$ cat src/rtl/uart_cmd_engine.sv
// uart_cmd_engine: UART command/response engine.
//
// Receives framed commands from a byte-level UART RX interface and checks their checksum.
// It serves AD snapshot reads, calibration-channel selection and EEPROM read/write
// requests, then sends a framed response on the byte-level UART TX interface.
//
// Optional feature macro: UART_CMD_CRC8_EN. When defined, CHK in both directions is
// CRC-8 (poly 0x07, init 0x00, MSB-first). When undefined, CHK is a plain XOR.
//
// Ports:
//   clk_sys, rst_sys          system clock, synchronous active-high reset
//   uart_rx_ren/rdata         RX byte strobe and byte
//   uart_tx_wen/wdata/rdy     TX byte strobe, byte, sink ready
//   ad_rd_dval/value          per-channel sample strobes, packed samples (ch i at [i*DW +: DW])
//   e2p_*                     EEPROM request/response handshake
//   cal_ch_index              one-hot calibration channel
//   err_cnt                   saturating frame-error count
module uart_cmd_engine #(
    parameter int unsigned NCH     = 12,
    parameter int unsigned DW      = 16,
    parameter int unsigned RX_TMO  = 125000,
    parameter int unsigned E2P_TMO = 1250000
) (
    input  logic              clk_sys,
    input  logic              rst_sys,
    input  logic              uart_rx_ren,
    input  logic [7:0]        uart_rx_rdata,
    output logic              uart_tx_wen,
    output logic [7:0]        uart_tx_wdata,
    input  logic              uart_tx_rdy,
    input  logic [NCH-1:0]    ad_rd_dval,
    input  logic [NCH*DW-1:0] ad_rd_value,
    input  logic              e2p_busy,
    output logic              e2p_rd_en,
    output logic              e2p_wr_en,
    output logic [15:0]       e2p_addr,
    output logic [127:0]      e2p_wr_value,
    input  logic              e2p_wr_done,
    input  logic              e2p_rd_dval,
    input  logic [31:0]       e2p_rd_value,
    output logic [NCH-1:0]    cal_ch_index,
    output logic [7:0]        err_cnt
);

    typedef enum logic [3:0] {
        StRxHdr, StRxCmd, StRxAdh, StRxAdl, StRxPld, StRxChk, StExec, StE2pWait, StTx
    } state_e;

    localparam logic [7:0] CmdRdOne = 8'h01;
    localparam logic [7:0] CmdRdAll = 8'h02;
    localparam logic [7:0] CmdE2pWr = 8'h10;
    localparam logic [7:0] CmdE2pRd = 8'h11;
    localparam logic [7:0] CmdCal   = 8'h20;

    function automatic logic [7:0] chk_next(input logic [7:0] acc, input logic [7:0] b);
`ifdef UART_CMD_CRC8_EN
        logic [7:0] c;
        c = acc ^ b;
        for (int i = 0; i < 8; i++) begin
            c = c[7] ? ((c << 1) ^ 8'h07) : (c << 1);
        end
        return c;
`else
        return acc ^ b;
`endif
    endfunction

    state_e              state_q;
    logic [7:0]          cmd_q, adh_q, adl_q, rx_chk_q;
    logic                chk_ok_q;
    logic [127:0]        pld_q;
    logic [3:0]          pld_cnt_q;
    logic [31:0]         rx_tmo_q, e2p_tmo_q;
    logic [7:0]          status_q, len_q;
    logic [8:0]          tx_idx_q;
    logic [7:0]          tx_chk_q;
    logic [31:0]         rd_value_q;
    logic [NCH*DW-1:0]   snap_q;

    logic                adl_ok, rx_active, rx_to, exec_err, err_bump;
    logic [NCH-1:0]      adl_onehot;
    logic [8:0]          nidx, k, last_idx;
    logic [31:0]         ch;
    logic [DW-1:0]       sample;
    logic [7:0]          rd_byte, tx_chk_nxt, tx_byte_nxt;

    // The TX sink consumes the held byte in any Tx cycle where it is ready.
    assign uart_tx_wen = (state_q == StTx) && uart_tx_rdy;

    assign adl_ok    = 32'(adl_q) < NCH;
    assign rx_active = state_q inside {StRxCmd, StRxAdh, StRxAdl, StRxPld, StRxChk};
    assign rx_to     = rx_active && !uart_rx_ren && (rx_tmo_q >= RX_TMO);
    assign exec_err  = (state_q == StExec) &&
                       (!chk_ok_q ||
                        (((cmd_q == CmdRdOne) || (cmd_q == CmdCal)) && !adl_ok) ||
                        !(cmd_q inside {CmdRdOne, CmdRdAll, CmdE2pWr, CmdE2pRd, CmdCal}));
    assign err_bump  = rx_to || exec_err;

    always_comb begin
        for (int i = 0; i < int'(NCH); i++) begin
            adl_onehot[i] = (32'(adl_q) == 32'(i));
        end
    end

    // Next TX byte, computed from the byte currently held on uart_tx_wdata.
    always_comb begin
        nidx       = tx_idx_q + 9'd1;
        k          = nidx - 9'd4;
        last_idx   = 9'd4 + {1'b0, len_q};
        // Byte 0 (5A) is outside the checksum span.
        tx_chk_nxt = (tx_idx_q == 9'd0) ? 8'h00 : chk_next(tx_chk_q, uart_tx_wdata);
        ch         = (cmd_q == CmdRdOne) ? 32'(adl_q) : 32'(k[8:1]);
        if (ch >= NCH) begin
            ch = 32'd0;
        end
        sample = snap_q[ch*DW +: DW];
        case (k[1:0])
            2'd0:    rd_byte = rd_value_q[31:24];
            2'd1:    rd_byte = rd_value_q[23:16];
            2'd2:    rd_byte = rd_value_q[15:8];
            default: rd_byte = rd_value_q[7:0];
        endcase
        if (nidx == 9'd1) begin
            tx_byte_nxt = cmd_q;
        end else if (nidx == 9'd2) begin
            tx_byte_nxt = status_q;
        end else if (nidx == 9'd3) begin
            tx_byte_nxt = len_q;
        end else if (nidx == last_idx) begin
            tx_byte_nxt = tx_chk_nxt;
        end else if (cmd_q == CmdE2pRd) begin
            tx_byte_nxt = rd_byte;
        end else begin
            tx_byte_nxt = k[0] ? sample[7:0] : sample[DW-1 -: 8];
        end
    end

    always_ff @(posedge clk_sys) begin
        if (rst_sys) begin
            state_q       <= StRxHdr;
            cmd_q         <= 8'h00;
            adh_q         <= 8'h00;
            adl_q         <= 8'h00;
            rx_chk_q      <= 8'h00;
            chk_ok_q      <= 1'b0;
            pld_q         <= '0;
            pld_cnt_q     <= 4'd0;
            rx_tmo_q      <= 32'd0;
            e2p_tmo_q     <= 32'd0;
            status_q      <= 8'h00;
            len_q         <= 8'h00;
            tx_idx_q      <= 9'd0;
            tx_chk_q      <= 8'h00;
            rd_value_q    <= 32'd0;
            snap_q        <= '0;
            uart_tx_wdata <= 8'h00;
            e2p_rd_en     <= 1'b0;
            e2p_wr_en     <= 1'b0;
            e2p_addr      <= 16'h0000;
            e2p_wr_value  <= '0;
            cal_ch_index  <= '0;
            err_cnt       <= 8'h00;
        end else begin
            e2p_rd_en <= 1'b0;
            e2p_wr_en <= 1'b0;
            for (int i = 0; i < int'(NCH); i++) begin
                if (ad_rd_dval[i]) begin
                    snap_q[i*DW +: DW] <= ad_rd_value[i*DW +: DW];
                end
            end
            if (err_bump && (err_cnt != 8'hFF)) begin
                err_cnt <= err_cnt + 8'd1;
            end

            unique case (state_q)
                StRxHdr: begin
                    rx_tmo_q <= 32'd0;
                    if (uart_rx_ren && (uart_rx_rdata == 8'hA5)) begin
                        rx_chk_q <= 8'h00;
                        state_q  <= StRxCmd;
                    end
                end
                StRxCmd, StRxAdh, StRxAdl, StRxPld, StRxChk: begin
                    if (uart_rx_ren) begin
                        rx_tmo_q <= 32'd0;
                        rx_chk_q <= chk_next(rx_chk_q, uart_rx_rdata);
                        case (state_q)
                            StRxCmd: begin
                                cmd_q   <= uart_rx_rdata;
                                state_q <= StRxAdh;
                            end
                            StRxAdh: begin
                                adh_q   <= uart_rx_rdata;
                                state_q <= StRxAdl;
                            end
                            StRxAdl: begin
                                adl_q     <= uart_rx_rdata;
                                pld_cnt_q <= 4'd0;
                                state_q   <= (cmd_q == CmdE2pWr) ? StRxPld : StRxChk;
                            end
                            StRxPld: begin
                                // First payload byte ends up in the top byte.
                                pld_q     <= {pld_q[119:0], uart_rx_rdata};
                                pld_cnt_q <= pld_cnt_q + 4'd1;
                                if (pld_cnt_q == 4'd15) begin
                                    state_q <= StRxChk;
                                end
                            end
                            default: begin
                                chk_ok_q  <= (uart_rx_rdata == rx_chk_q);
                                e2p_tmo_q <= 32'd0;
                                state_q   <= StExec;
                            end
                        endcase
                    end else if (rx_tmo_q >= RX_TMO) begin
                        state_q <= StRxHdr;
                    end else begin
                        rx_tmo_q <= rx_tmo_q + 32'd1;
                    end
                end
                StExec: begin
                    uart_tx_wdata <= 8'h5A;
                    tx_idx_q      <= 9'd0;
                    tx_chk_q      <= 8'h00;
                    status_q      <= 8'h00;
                    len_q         <= 8'h00;
                    if (!chk_ok_q) begin
                        status_q <= 8'h01;
                        state_q  <= StTx;
                    end else begin
                        case (cmd_q)
                            CmdRdOne: begin
                                if (adl_ok) len_q <= 8'd2;
                                else        status_q <= 8'h02;
                                state_q <= StTx;
                            end
                            CmdRdAll: begin
                                len_q   <= 8'(2 * NCH);
                                state_q <= StTx;
                            end
                            CmdCal: begin
                                if (adl_ok) cal_ch_index <= adl_onehot;
                                else        status_q <= 8'h02;
                                state_q <= StTx;
                            end
                            CmdE2pWr, CmdE2pRd: begin
                                if (e2p_tmo_q >= E2P_TMO) begin
                                    status_q <= 8'h03;
                                    state_q  <= StTx;
                                end else begin
                                    e2p_tmo_q <= e2p_tmo_q + 32'd1;
                                    if (!e2p_busy) begin
                                        e2p_addr <= {adh_q, adl_q};
                                        if (cmd_q == CmdE2pWr) begin
                                            e2p_wr_en    <= 1'b1;
                                            e2p_wr_value <= pld_q;
                                        end else begin
                                            e2p_rd_en <= 1'b1;
                                        end
                                        state_q <= StE2pWait;
                                    end
                                end
                            end
                            default: begin
                                status_q <= 8'h02;
                                state_q  <= StTx;
                            end
                        endcase
                    end
                end
                StE2pWait: begin
                    uart_tx_wdata <= 8'h5A;
                    tx_idx_q      <= 9'd0;
                    tx_chk_q      <= 8'h00;
                    if ((cmd_q == CmdE2pWr) && e2p_wr_done) begin
                        status_q <= 8'h00;
                        len_q    <= 8'd0;
                        state_q  <= StTx;
                    end else if ((cmd_q == CmdE2pRd) && e2p_rd_dval) begin
                        rd_value_q <= e2p_rd_value;
                        status_q   <= 8'h00;
                        len_q      <= 8'd4;
                        state_q    <= StTx;
                    end else if (e2p_tmo_q >= E2P_TMO) begin
                        status_q <= 8'h03;
                        len_q    <= 8'd0;
                        state_q  <= StTx;
                    end else begin
                        e2p_tmo_q <= e2p_tmo_q + 32'd1;
                    end
                end
                StTx: begin
                    if (uart_tx_rdy) begin
                        if (tx_idx_q == last_idx) begin
                            state_q <= StRxHdr;
                        end else begin
                            tx_idx_q      <= nidx;
                            tx_chk_q      <= tx_chk_nxt;
                            uart_tx_wdata <= tx_byte_nxt;
                        end
                    end
                end
                default: state_q <= StRxHdr;
            endcase
        end
    end

endmodule

$ cat config.mk
export PLATFORM = sky130hd
export DESIGN_NAME = uart_cmd_engine
export DESIGN_NICKNAME = d
export VERILOG_FILES = /design/src/rtl/uart_cmd_engine.sv
export SDC_FILE = /design/constraint.sdc
export NUM_CORES = 1
export LEC_CHECK = 0
export BUFFER_PORTS_ARGS = -buffer_cell sky130_fd_sc_hd__buf_2
export CAP_MARGIN = 10
export CORE_MARGIN = 2
export CORE_UTILIZATION = 40
export DETAILED_ROUTE_END_ITERATION = 8
export PLACE_DENSITY_LB_ADDON = 0.08
export SETUP_SLACK_MARGIN = 0.4
export SLEW_MARGIN = 0
export SYNTH_ARGS = -nofsm -noshare
export SYNTH_HDL_FRONTEND = slang
export SYNTH_SLANG_ARGS = --single-unit
export TNS_END_PERCENT = 50
$ cat constraint.sdc
create_clock -name clk_sys -period 4 [get_ports clk_sys]
set_input_delay 0.4 -clock clk_sys [delete_from_list [all_inputs] [get_ports clk_sys]]
set_output_delay 0.4 -clock clk_sys [all_outputs]
set_load 0.005 [all_outputs]
---- After elaboration in Yosys (flattened, before gate mapping) ----
Cells that the tools add are included.
storage, ports and cells
  bits in registers ....................... 664
  input bits .............................. 251
  output and inout bits ................... 175
operators by class
  mux-type cells .......................... 67
  shifts and indexed selects .............. 1
  order comparisons ....................... 4
  add/sub/neg operators ................... 7
  reductions and logical operators ........ 50
  eq/ne operators ......................... 50
  bitwise operators ....................... 9
operator list
  cell                   count
  $mux 32                9
  $shiftx 192x33->16     1
  $mux 8                 21
  $pmux 32 s3            1
  $pmux 8 s2             5
  $add 32x1->32 const B  2
  $pmux 32 s2            1
  $mux 4                 13
  $eq 8x3->1 const B     4
  $eq 8x4->1 const B     4
  $ge 32x17->1 const B   1
  $ge 32x21->1 const B   1
  $reduce_and 3->1       9
  $eq 8x2->1 const B     3
  $pmux 8 s3             1
  $pmux 4 s5             1
  $eq 9x2->1 const B     2
  $eq 9x9->1             2
  $mux 9                 2
  $pmux 9 s2             1
  $eq 4x3->1 const B     4
  $eq 8x1->1 const B     2
  $eq 8x5->1 const B     2
  $ne 2x2->1 const B     8
  other kinds (49)       88

---- Logic depth before layout (Yosys ltp) ----
Gate-level depths: netlist of the first run.
  depth after elaboration ................. 15
  depth in mapped cells ................... 16

---- Worst setup path after synthesis of the first run ----
Ideal clock, no wire load.
  path type ............................... register to register
  from .................................... register tx_idx_q[0]
  to ...................................... register uart_tx_wdata[1]
  setup slack ............................. 409 ps
  arrival time ............................ 3521 ps
  path buffers ............................ 3
  required time ........................... 3930 ps
  cell stages (with the launch flop) ...... 16
  clock period less this slack ............ 3591 ps
  cell sequence ........................... dfxtp_1 > ha_1 > buf_4 > xnor2_1 > ha_1 > xnor2_2 > xnor2_2 > a21o_1 > or4_4 > buf_6 > a21oi_2 > buf_6 > nor3_1 > o31a_1 > a2111o_1 > a21oi_1
on the way
  word-level cells in the longest chain between the ends .. 15
  elaborated cells on any way between the ends .. 28
  classes of those cells .................. add/sub (2); order compare (1); eq/ne (8); shift (1); mux (13); reduce/logical (3)
ends and longest elaborated chain
  item                      RTL line  source
  start: declaration        75        logic [8:0] tx_idx_q;
  start signal: assignment  297       tx_idx_q <= nidx;
  $add 9x1->9               107       nidx = tx_idx_q + 9'd1;
  $sub 9x3->9               108       k = nidx - 9'd4;
  $mux 8                    112       ch = (cmd_q == CmdRdOne) ? 32'(adl_q) : 32'(k[8:1]);
  $ge 8x4->1                113       if (ch >= NCH) begin
  $mux 8                    113
  $shiftx 192x33->16        116       sample = snap_q[ch*DW +: DW];
  $mux 8                    134       tx_byte_nxt = k[0] ? sample[7:0] : sample[DW-1 -: 8];
  $mux 8                    131       end else if (cmd_q == CmdE2pRd) begin
  $mux 8                    129       end else if (nidx == last_idx) begin
  $mux 8                    127       end else if (nidx == 9'd3) begin
  $mux 8                    125       end else if (nidx == 9'd2) begin
  $mux 8                    123       if (nidx == 9'd1) begin
  $mux 8                    294       if (tx_idx_q == last_idx) begin
  $mux 8                    293       if (uart_tx_rdy) begin
  $pmux 8 s2                175       unique case (state_q)
  end signal: assignment    299       uart_tx_wdata <= tx_byte_nxt;
  end: declaration          29        output logic [7:0] uart_tx_wdata,
Parallel ways exist; a longest one is shown, timed or not. The select of a mux whose other input is x is not followed.
A chain may end at the register's enable or synchronous reset.

---- Worst setup path in the final report of the first run ----
  from .................................... register tx_idx_q[1]
  to ...................................... register uart_tx_wdata[7]
Same word-level chain as after synthesis.

==> results of run 1 <==
flip-flops by register name, summed over array words and instances (netlist names), 9 cells and up:
signal	flops
pld_q	128
rd_value_q	32
snap_q	192
tx_idx_q	9
e2p_addr	16
e2p_wr_value	128
rx_tmo_q	32
cal_ch_index	12
e2p_tmo_q	32
worst min path at each step:
stage                   to             start  cells after the start  slack [ps]
6_report        snap_q[50]   ad_rd_value[50]                      3          30
3_3_place_gp   e2p_addr[9]       e2p_addr[9]                      2         440
5_1_grt        snap_q[107]  ad_rd_value[107]                      3          10
4_1_cts        snap_q[179]  ad_rd_value[179]                      3        0.01
2_1_floorplan  status_q[0]       status_q[0]                      2         420
3_5_place_dp   e2p_addr[9]       e2p_addr[9]                      2         440
per-layer routing:
| metal | global-route usage, % | vias to the layer above | share of wire, % |
|---|---|---|---|
| met5 | 0 | - | 0.012 |
| met4 | 7.71 | 2 | 2.7 |
| met3 | 3.75 | 158 | 5.4 |
| met2 | 41.1 | 736 | 46 |
| met1 | 35.3 | 11900 | 46 |
| li1 | - | 12000 | - |
cell usage after synthesis, drive strengths merged (6+ instances only):
master and instances:
nor3 43, or4 8, o31ai 6, ha 16, nand2b 12, a31oi 34
nand2 748, or3 9, o21ai 66, nor4 31, and2 20, nand3 40
mux4 13, nor2 388, nor2b 7, nor3b 11, o211ai 9, and3 24
clkbuf 197, buf 35, a311oi 7, and4 6, o21a 6, nand4 19
o22ai 12, dfxtp 653, inv 41, a221oi 6, a222oi 8, o221ai 6
a211oi 18, xnor2 39, xor2 20, mux2i 250, a32oi 7, a21oi 400
a22oi 6
repair_timing:
item | 4_1_cts | 5_1_grt
hold buffers | 31 | 0
resized for setup | 6 | 27
setup buffers | 4 | 4
cloned | 0 | 1
hold endpoints to repair | 31 | 0
pin swaps | 3 | 5
setup endpoints to repair | 8 | 8
metrics by stage:
stage / util (%) / hold WS [ps] / power [mW] / setup slack [ps]
after floorplan: - / 423 / 7.27 / 409
after global placement: 44.7 / 436 / 7.61 / 73.5
after detailed placement: 44.7 / 440 / 7.62 / -96.4
after CTS: 48.7 / 0.0135 / 14.2 / 391
after global routing: 49.0 / 11.0 / 14.6 / 387
final: 49.0 / 29.8 / 14.1 / 440
cell type report:
cell class	instances	area, sq um
fillers	6601	34400
flip-flops and latches	653	13100
diodes	1	2.50
clock buffers	109	2100
well taps	873	1090
repair buffers	517	3030
multi-input cells	2369	13300
inverters	43	161
clock inverters	14	190
critical path: cells and delay by family, from the launching register on:
kind | cells | cell delay [ps]
AO/OA/AOI/OAI | 4 | 980
XOR/XNOR | 1 | 150
adder cells (fa/ha/maj) | 1 | 220
buffers and inverters | 2 | 320
flip-flops | 1 | 370
multiplexers | 1 | 510
AND/OR/NAND/NOR | 4 | 850
kinds of logic after synthesis:
| logic type | Yosys count | synth area share [%] |
|---|---|---|
| DFF | 653 | 47.9 |
| and+or+nand+nor | 1386 | 21.3 |
| buffers and inverters | 275 | 4.05 |
| adders and majority gates | 17 | 0.770 |
| muxes | 266 | 10.4 |
| AOI/OAI and AO/OA | 640 | 13.6 |
| xor gates and xnor gates | 59 | 1.95 |
power groups by stage:
| stage | logic, mW | registers (mW) | clock network, mW |
|---|---|---|---|
| 6_report | 0.789 | 6.73 | 6.57 |
| 5_1_grt | 0.851 | 6.73 | 7.00 |
| 4_1_cts | 0.784 | 6.72 | 6.73 |
| 3_5_place_dp | 0.758 | 6.87 | 0 |
| 3_3_place_gp | 0.747 | 6.87 | 0 |
| 2_1_floorplan | 0.457 | 6.82 | 0 |
==> results.toml, run 1 <==
[layout]
design_area_sq_mm = 0.0330
final-instance-count-excl-fill = 4579
drive_gt1_share_pct = 17.5
mostFrequentLayoutCells = "747 x nand2_1, 650 x dfxtp_1, 424 x buf_2"
num-nets-final = 3923
final_common_cell = "nand2_1"
areaGrowthSynthToFinish_pct = 20.8

[critical_path]
cpPeakStageDelay_ps = 510
path_max_fanout = 9
r2r_setup_slack_ps = 440
path_cells = "and3_4 -> xnor2_2 -> ha_2 -> and3_1 -> or3_4 -> a211oi_4 -> nor4_4 -> buf_6 -> o21ai_4 -> buf_12 -> mux4_2 -> a22oi_1 -> a41oi_1"
critPathKind = "register to register"
arrival_ps = 4050
crit_end = "uart_tx_wdata[7]"
timing.rr.end = "uart_tx_wdata[7]"
cp_slowest_cell = "mux4_2"
cp-start-kind = "register"
worst-r2r-cell-count = 13
end_kind = "register"
cp_data_required_time_ps = 4480
r2r-start = "tx_idx_q[1]"
critPathLaunch = "tx_idx_q[1]"

[cts]
cts_tree = "built"
clk_latency_ps = 620
cts_max_level = 3
clkTransAtPathRegs_ps = 70
cts_max_path_buffers = 3
clock-sinks = 653
clockRootBuffer = "clkbuf_16"
cts_buffers = 72

[power]
swShare_pct = 23.5
p_leak_nw = 13.1
peakVddDrop_mv = 0.286
p_seq_share_pct = 47.8
p_comb_share_pct = 5.6
pwr-share-clk_pct = 46.6
netSwitchingPower_mw = 3.30
p_per_area_mw_per_mm2 = 427
internal-power_mw = 10.8

[logic_synthesis]
synth_cell_types = 80
synth-seq-area-share_pct = 47.9
synth_top_area_share_pct = 47.9
synth-edff-count = 0
synth_nets = 3563
synth_area_leaders = "dfxtp_1 48%, nand2_1 10%, mux2i_1 9.1%, a21oi_1 7.3%, nor2_1 5.3%"
ys_seq_elements = 653
synthCells = 3296
ys.flop_type = "dfxtp_1"
ys_warn_count = 0
syn_area_sq_mm = 0.0273
syn_avg_cell_area_sq_um = 8.28
yosys.area.top_type = "dfxtp_1"
async_reset_ff_share_pct = 0

[timing]
rsz0062_at_grt = "false"
fin_crit_ps = 3560
fin_worst_skew_ps = 22.8
worstMarginPinSlew_ps = 1120
fin_crit_sh_pct = 89.0
drv_slew = 0
tns_ps = 0
fmax_mhz = 281
max_slew_margin_pct = 25.4
setup_viol = 0
finalHoldViolations = 0

[die]
ios = 426
die_h_um = 265
initial_core_util_pct = 40.5
die_area_sq_mm = 0.0704
core_area_sq_mm = 0.0674
die_width_um = 265
rows = 95

[run]
maxCapViolations = 0

[detailed_routing]
ant_nets = 0
drt_iter0_drc = 2013
vias = 24800
drt_wl_total_um = 92300
vias_per_cell = 5.41
drc = 0
wire_per_inst_um = 20.2
drt_first_pass_iters = 5

[place]
portBuffers = 425
dp_hpwl_um = 64900
dp_cells = 4415
placedInstanceArea_sq_mm = 0.0301
place_congestion = 0.882

[grt]
first_global_vias = 24000
antenna_found_initial = 3
grt_max_degree = 183
grt_pass1_wl_um = 141000
grt_usage_pct = 25.5
grt.overflow.total = 0

[status]
status = "finished clean"

[hold_path]
hp-class = "primary input to register"
No activity file was read; power rests on OpenSTA's default activity.
==> run 2, diff against run 1 <==
Settings changed: BUFFER_PORTS_ARGS -buffer_cell sky130_fd_sc_hd__buf_2 to -buffer_cell sky130_fd_sc_hd__buf_4, CORE_MARGIN 2 to 4.
==> run 2 against run 1 <==
Effect of this change:
- register-to-register slack better by 60 ps
- sequential share of layout area fell by 1.2 points
- first-iteration DRC count shrank 11%
- clock power up 2%
- global-route usage fell by 0.87 points
- critical path depth unchanged
- combinational power is 7.5% higher
- critical endpoint is now uart_tx_wdata[5]
- power rose by 1.6%
- count of clock-buffer cells in the layout decreased by 3
- core utilization up 1.5 points
==> results.toml, run 2 (synthesis results as in run 1) <==
[layout]
design_area_sq_mm = 0.0340
fillers = 6533
num-nets-final = 3913
final_common_cell = "nand2_1"
drive_gt1_share_pct = 18.1
top_register = "snap_q"
final-instance-count-excl-fill = 4565
mostFrequentLayoutCells = "747 x nand2_1, 652 x dfxtp_1, 486 x buf_4"
largestRegisters = "snap_q (192), e2p_wr_value (128), pld_q (128)"
fin_util_pct = 50.5
largest_reg_flops = 192
areaGrowthSynthToFinish_pct = 24.6

[place]
place_ws_ps = -75.7
dp_hpwl_um = 66400
dp_cells = 4421
portBuffers = 425
place_congestion = 0.882
placedInstanceArea_sq_mm = 0.0313

[critical_path]
path_cells = "ha_1 -> xnor2_2 -> ha_2 -> xnor2_2 -> xnor2_2 -> a21o_1 -> or4_4 -> a21oi_2 -> buf_4 -> nand3_1 -> a32oi_2 -> a211oi_2 -> o22ai_1"
arrival_ps = 4030
critPathKind = "register to register"
r2r_setup_slack_ps = 500
worst-r2r-cell-count = 13
cpPeakStageDelay_ps = 640
path_max_fanout = 11
crit_top_cell = "xnor2_2"
r2r-start = "tx_idx_q[0]"
end_kind = "register"
cp-start-kind = "register"
timing.rr.end = "uart_tx_wdata[5]"
cp_data_required_time_ps = 4530
cp_slowest_cell = "or4_4"

[die]
die_width_um = 269
rows = 95
ios = 426
initial_core_util_pct = 40.5
die_h_um = 269
core_area_sq_mm = 0.0674
die_area_sq_mm = 0.0725

[timing]
setup_viol = 0
fin_crit_ps = 3500
fin_crit_sh_pct = 87.5
fmax_mhz = 286
layout_setup_ws_ps = 498
fin_worst_skew_ps = 16.4
finalHoldViolations = 0
holdWs_ps = 27.6
rsz0062_at_grt = "true"
max_slew_margin_pct = 26.5
tns_ps = 0
worstMarginPinSlew_ps = 1100
drv_slew = 0

[detailed_routing]
drt_first_pass_iters = 5
met2_length_um = 44400
drt_iter0_drc = 1794
vias_per_cell = 5.38
wire_per_inst_um = 20.5
dr_wl_met3_um = 5600
m1WireLength_um = 42100
drt_wl_total_um = 93700
top_layer_used = "met5"
ant_nets = 0
drc = 0
vias = 24600

[cts]
clockRootBuffer = "clkbuf_16"
clock-sinks = 653
cts_tree = "built"
cts_buffers = 73
clkTransAtPathRegs_ps = 60
cts_max_path_buffers = 3
cts_max_level = 3
clk_latency_ps = 610

[hold_path]
hold_end = "snap_q[108]"
min_from = "ad_rd_value[108]"
hp-class = "primary input to register"
holdPathStages = 3

[power]
p_leak_nw = 13.3
power_mw = 14.3
peakVddDrop_mv = 0.316
p_per_area_mw_per_mm2 = 421

[grt]
first_global_vias = 23900
antenna_found_initial = 3
grt_max_degree = 193
grt.overflow.total = 0
grt_pass1_wl_um = 143000
grt_usage_pct = 24.6

[run]
maxCapViolations = 0

[status]
status = "finished clean"
## run 2: what timing repair did
item | in CTS | in global routing
gates resized for setup | 6 | 27
buffers inserted | 8 | 5
hold buffers | 8 | 0
endpoints found under the setup margin | 8 | 8
pin swaps | 3 | 7
hold endpoints to repair | 8 | 0
cloned | 0 | 2
## run 2: worst max path at each step
stage | start | to | depth (start not counted)
after floorplan | tx_idx_q[0] | uart_tx_wdata[1] | 15
after global placement | tx_idx_q[0] | uart_tx_wdata[5] | 12
after detailed placement | tx_idx_q[0] | uart_tx_wdata[5] | 12
after CTS | tx_idx_q[0] | uart_tx_wdata[5] | 13
after global routing | tx_idx_q[0] | uart_tx_wdata[3] | 13
final | tx_idx_q[0] | uart_tx_wdata[5] | 13
## run 2: per-layer routing
| layer | track usage, % | vias up |
|---|---|---|
| met4 | 5.53 | 4 |
| met5 | 0 | - |
| li1 | - | 11900 |
| met3 | 4.38 | 100 |
| met1 | 33.7 | 11800 |
| met2 | 40.9 | 692 |
## run 2: report_power, final
group	leakage [nW]	internal (mW)	total, mW	switching, mW
Clock	1.17	4.01	6.73	2.72
Sequential	5.30	6.63	6.72	0.0944
Combinational	6.83	0.379	0.848	0.469
Total	13.3	11.0	14.3	3.29
## run 2: critical path, delay by kind of cell (launching register included)
| kind | cells | cell delay, ps |
|---|---|---|
| fa+ha+maj | 2 | 470 |
| xor+xnor | 3 | 520 |
| flops | 1 | 370 |
| compound gates | 5 | 1080 |
| simple gates | 2 | 760 |
| buf+inv | 1 | 230 |
## run 2: layout make-up
| class | count | area [sq um] | share of cell area (%) |
|---|---|---|---|
| well taps | 873 | 1090 | 3.21 |
| inverters | 43 | 161 | 0.475 |
| clock inverters | 14 | 219 | 0.644 |
| clock buffers | 106 | 2160 | 6.36 |
| multi-input cells | 2370 | 13400 | 39.3 |
| flip-flops and latches | 653 | 13100 | 38.4 |
| repair buffers | 505 | 3940 | 11.6 |
| diodes | 1 | 2.50 | 0.00736 |
==> run 3, diff against run 2 <==
Clock period 4 ns to 3.4 ns, I/O delays scaled along.
==> run 3 against run 2 <==
Effect of this change:
- wire length is 1.8% higher
- first-iteration DRC count grew 10%
- clock skew is 11 ps higher
- count of clock-buffer cells in the layout shrank 1
- via count increased by 4.4%
- maximum frequency up 6.3%
- flip-flop and latch count unchanged
- global-route usage grew 0.59 points
- die area unchanged
- sequential power up 17%
- non-clock buffer count rose by 256
- sequential share of layout area decreased by 2.9 points
==> results.toml, run 3 (synthesis results as in run 1) <==
[place]
portBuffers = 425
place_congestion = 0.906
dp_hpwl_um = 67200
dp_cells = 4467

[timing]
worstMarginPinSlew_ps = 1040
finalHoldViolations = 0
fmax_mhz = 304
drv_slew = 0
setup_viol = 0
max_slew_margin_pct = 30.4
fin_worst_skew_ps = 27.6
fin_crit_ps = 3290
fin_crit_sh_pct = 96.9
rsz0062_at_grt = "true"

[die]
die_width_um = 269
ios = 426
core_area_sq_mm = 0.0674
die_h_um = 269
initial_core_util_pct = 40.5
rows = 95
die_area_sq_mm = 0.0725

[critical_path]
critPathLaunch = "tx_idx_q[0]"
path_cells = "and3_4 -> xnor2_4 -> ha_4 -> and3_4 -> or3_4 -> a211oi_4 -> nor4_4 -> buf_6 -> o21ai_4 -> buf_12 -> mux4_2 -> a21boi_0 -> o41ai_1"
crit_buf_inv = 2
arrival_ps = 3780
cpPeakStageDelay_ps = 380
crit_family = "compound AO/OA/AOI/OAI gates"
r2r-start = "tx_idx_q[0]"
path_max_fanout = 5
cp_data_required_time_ps = 3890
cp_slowest_cell = "a21boi_0"
cp-start-kind = "register"
critPathKind = "register to register"
r2r_setup_slack_ps = 110
end_kind = "register"
crit_top_cell = "and3_4"

[cts]
clock-sinks = 653
clkTransAtPathRegs_ps = 60
cts_buffers = 73
clockRootBuffer = "clkbuf_16"
cts_tree = "built"
cts_max_level = 3
cts_max_path_buffers = 3
clk_latency_ps = 620

[power]
p_leak_nw = 14.5
internal-power_mw = 13.3
pwr-share-clk_pct = 47.3
swShare_pct = 23.1
p_seq_share_pct = 45.6
netSwitchingPower_mw = 4.00
peakVddDrop_mv = 0.417
p_per_area_mw_per_mm2 = 470
p_comb_share_pct = 7.1

[detailed_routing]
drt_wl_total_um = 95500
vias_per_cell = 5.29
vias = 25600
drc = 0
ant_nets = 0
drt_first_pass_iters = 7
wire_per_inst_um = 19.7
drt_iter0_drc = 1974

[layout]
final_common_cell = "nand2_1"
largest_reg_flops = 192
fin_util_pct = 54.6
areaGrowthSynthToFinish_pct = 34.9
top_register = "snap_q"
final-instance-count-excl-fill = 4842
num-nets-final = 4167
mostFrequentLayoutCells = "746 x nand2_1, 650 x dfxtp_1, 519 x buf_4"
largestRegisters = "snap_q (192), e2p_wr_value (128), pld_q (128)"
drive_gt1_share_pct = 18.7

[grt]
top_usage_layer = "met2"
grt_max_degree = 171
antenna_found_initial = 12
grt_use_met1_pct = 33.5
first_global_vias = 25200
gr-usage-met3_pct = 4.73
grt_usage_pct = 25.2
grt.overflow.total = 0
globalRouteMet2Util_pct = 41.8
grt_pass1_wl_um = 148000

[hold_path]
min_from = "e2p_rd_value[24]"
hp-class = "primary input to register"

[run]
maxCapViolations = 0

[status]
status = "finished clean"
==> run 3: changes by cell type in the layout (fill, tap and decap cells not counted), moves of 3 or more <==
| cell | delta |
|---|---|
| dlygate4sd3_1 | +214 |
| buf_4 | +33 |
| clkinv_2 | +12 |
| diode_2 | +9 |
| buf_6 | +7 |
| a21oi_2 | -4 |
| a21oi_4 | +3 |
==> run 3: stage by stage <==
stage	area (sq um)	total power [mW]	worst slack, ps	hold WS (ps)	TNS (ps)
2_1_floorplan	27400	8.55	130	423	0
3_3_place_gp	31700	9.04	77.8	438	0
3_5_place_dp	31700	9.05	-35.3	443	-81.0
4_1_cts	36700	17.5	121	25.2	0
5_1_grt	36800	17.9	-25.0	45.1	-25.0
6_report	36800	17.3	107	54.1	0
==> run 3: routing by layer <==
metal  share of wire (%)  vias up
met4                 3.2        4
met5               0.026        -
met2                  47      727
li1                    -    12500
met1                  45    12300
met3                 5.2      171
==> run 3: final timing paths <==
check	end	cells after the start
max reg2reg	uart_tx_wdata[2]	13
max	uart_tx_wdata[2]	13
min reg2reg	rd_value_q[5]	2
min	rd_value_q[24]	3
==> run 3: area by class of cell <==
class                           count  area [sq um]
Sequential cell                   653         13100
Inverter                           43           161
Tap cell                          873          1090
Multi-Input combinational cell   2368         13500
Clock buffer                      105          2190
Fill cell                        6234         30600
Timing Repair Buffer              761          6460
Antenna cell                       10          25.0
Clock inverter                     29           332
==> run 3: power by group through the flow <==
stage,registers (mW),logic (mW),clock network (mW)
2_1_floorplan,8.02,0.538,0
4_1_cts,7.89,1.22,8.37
6_report,7.89,1.23,8.20
3_5_place_dp,8.06,0.992,0
3_3_place_gp,8.06,0.979,0
5_1_grt,7.90,1.32,8.69
==> run 3: worst min-delay path, cell delays in order <==
cell and delay, ps:
buf_4 110, nand2_1 90, a21oi_1 70
==> run 3: what timing repair did <==
item / in CTS / in global routing
endpoints found under the setup margin: 118 / 30
resized for setup: 37 / 15
hold buffers: 222 / 0
pin swaps: 17 / 8
buffers inserted: 8 / 0
hold endpoints to repair: 222 / 0
cloned: 1 / 0
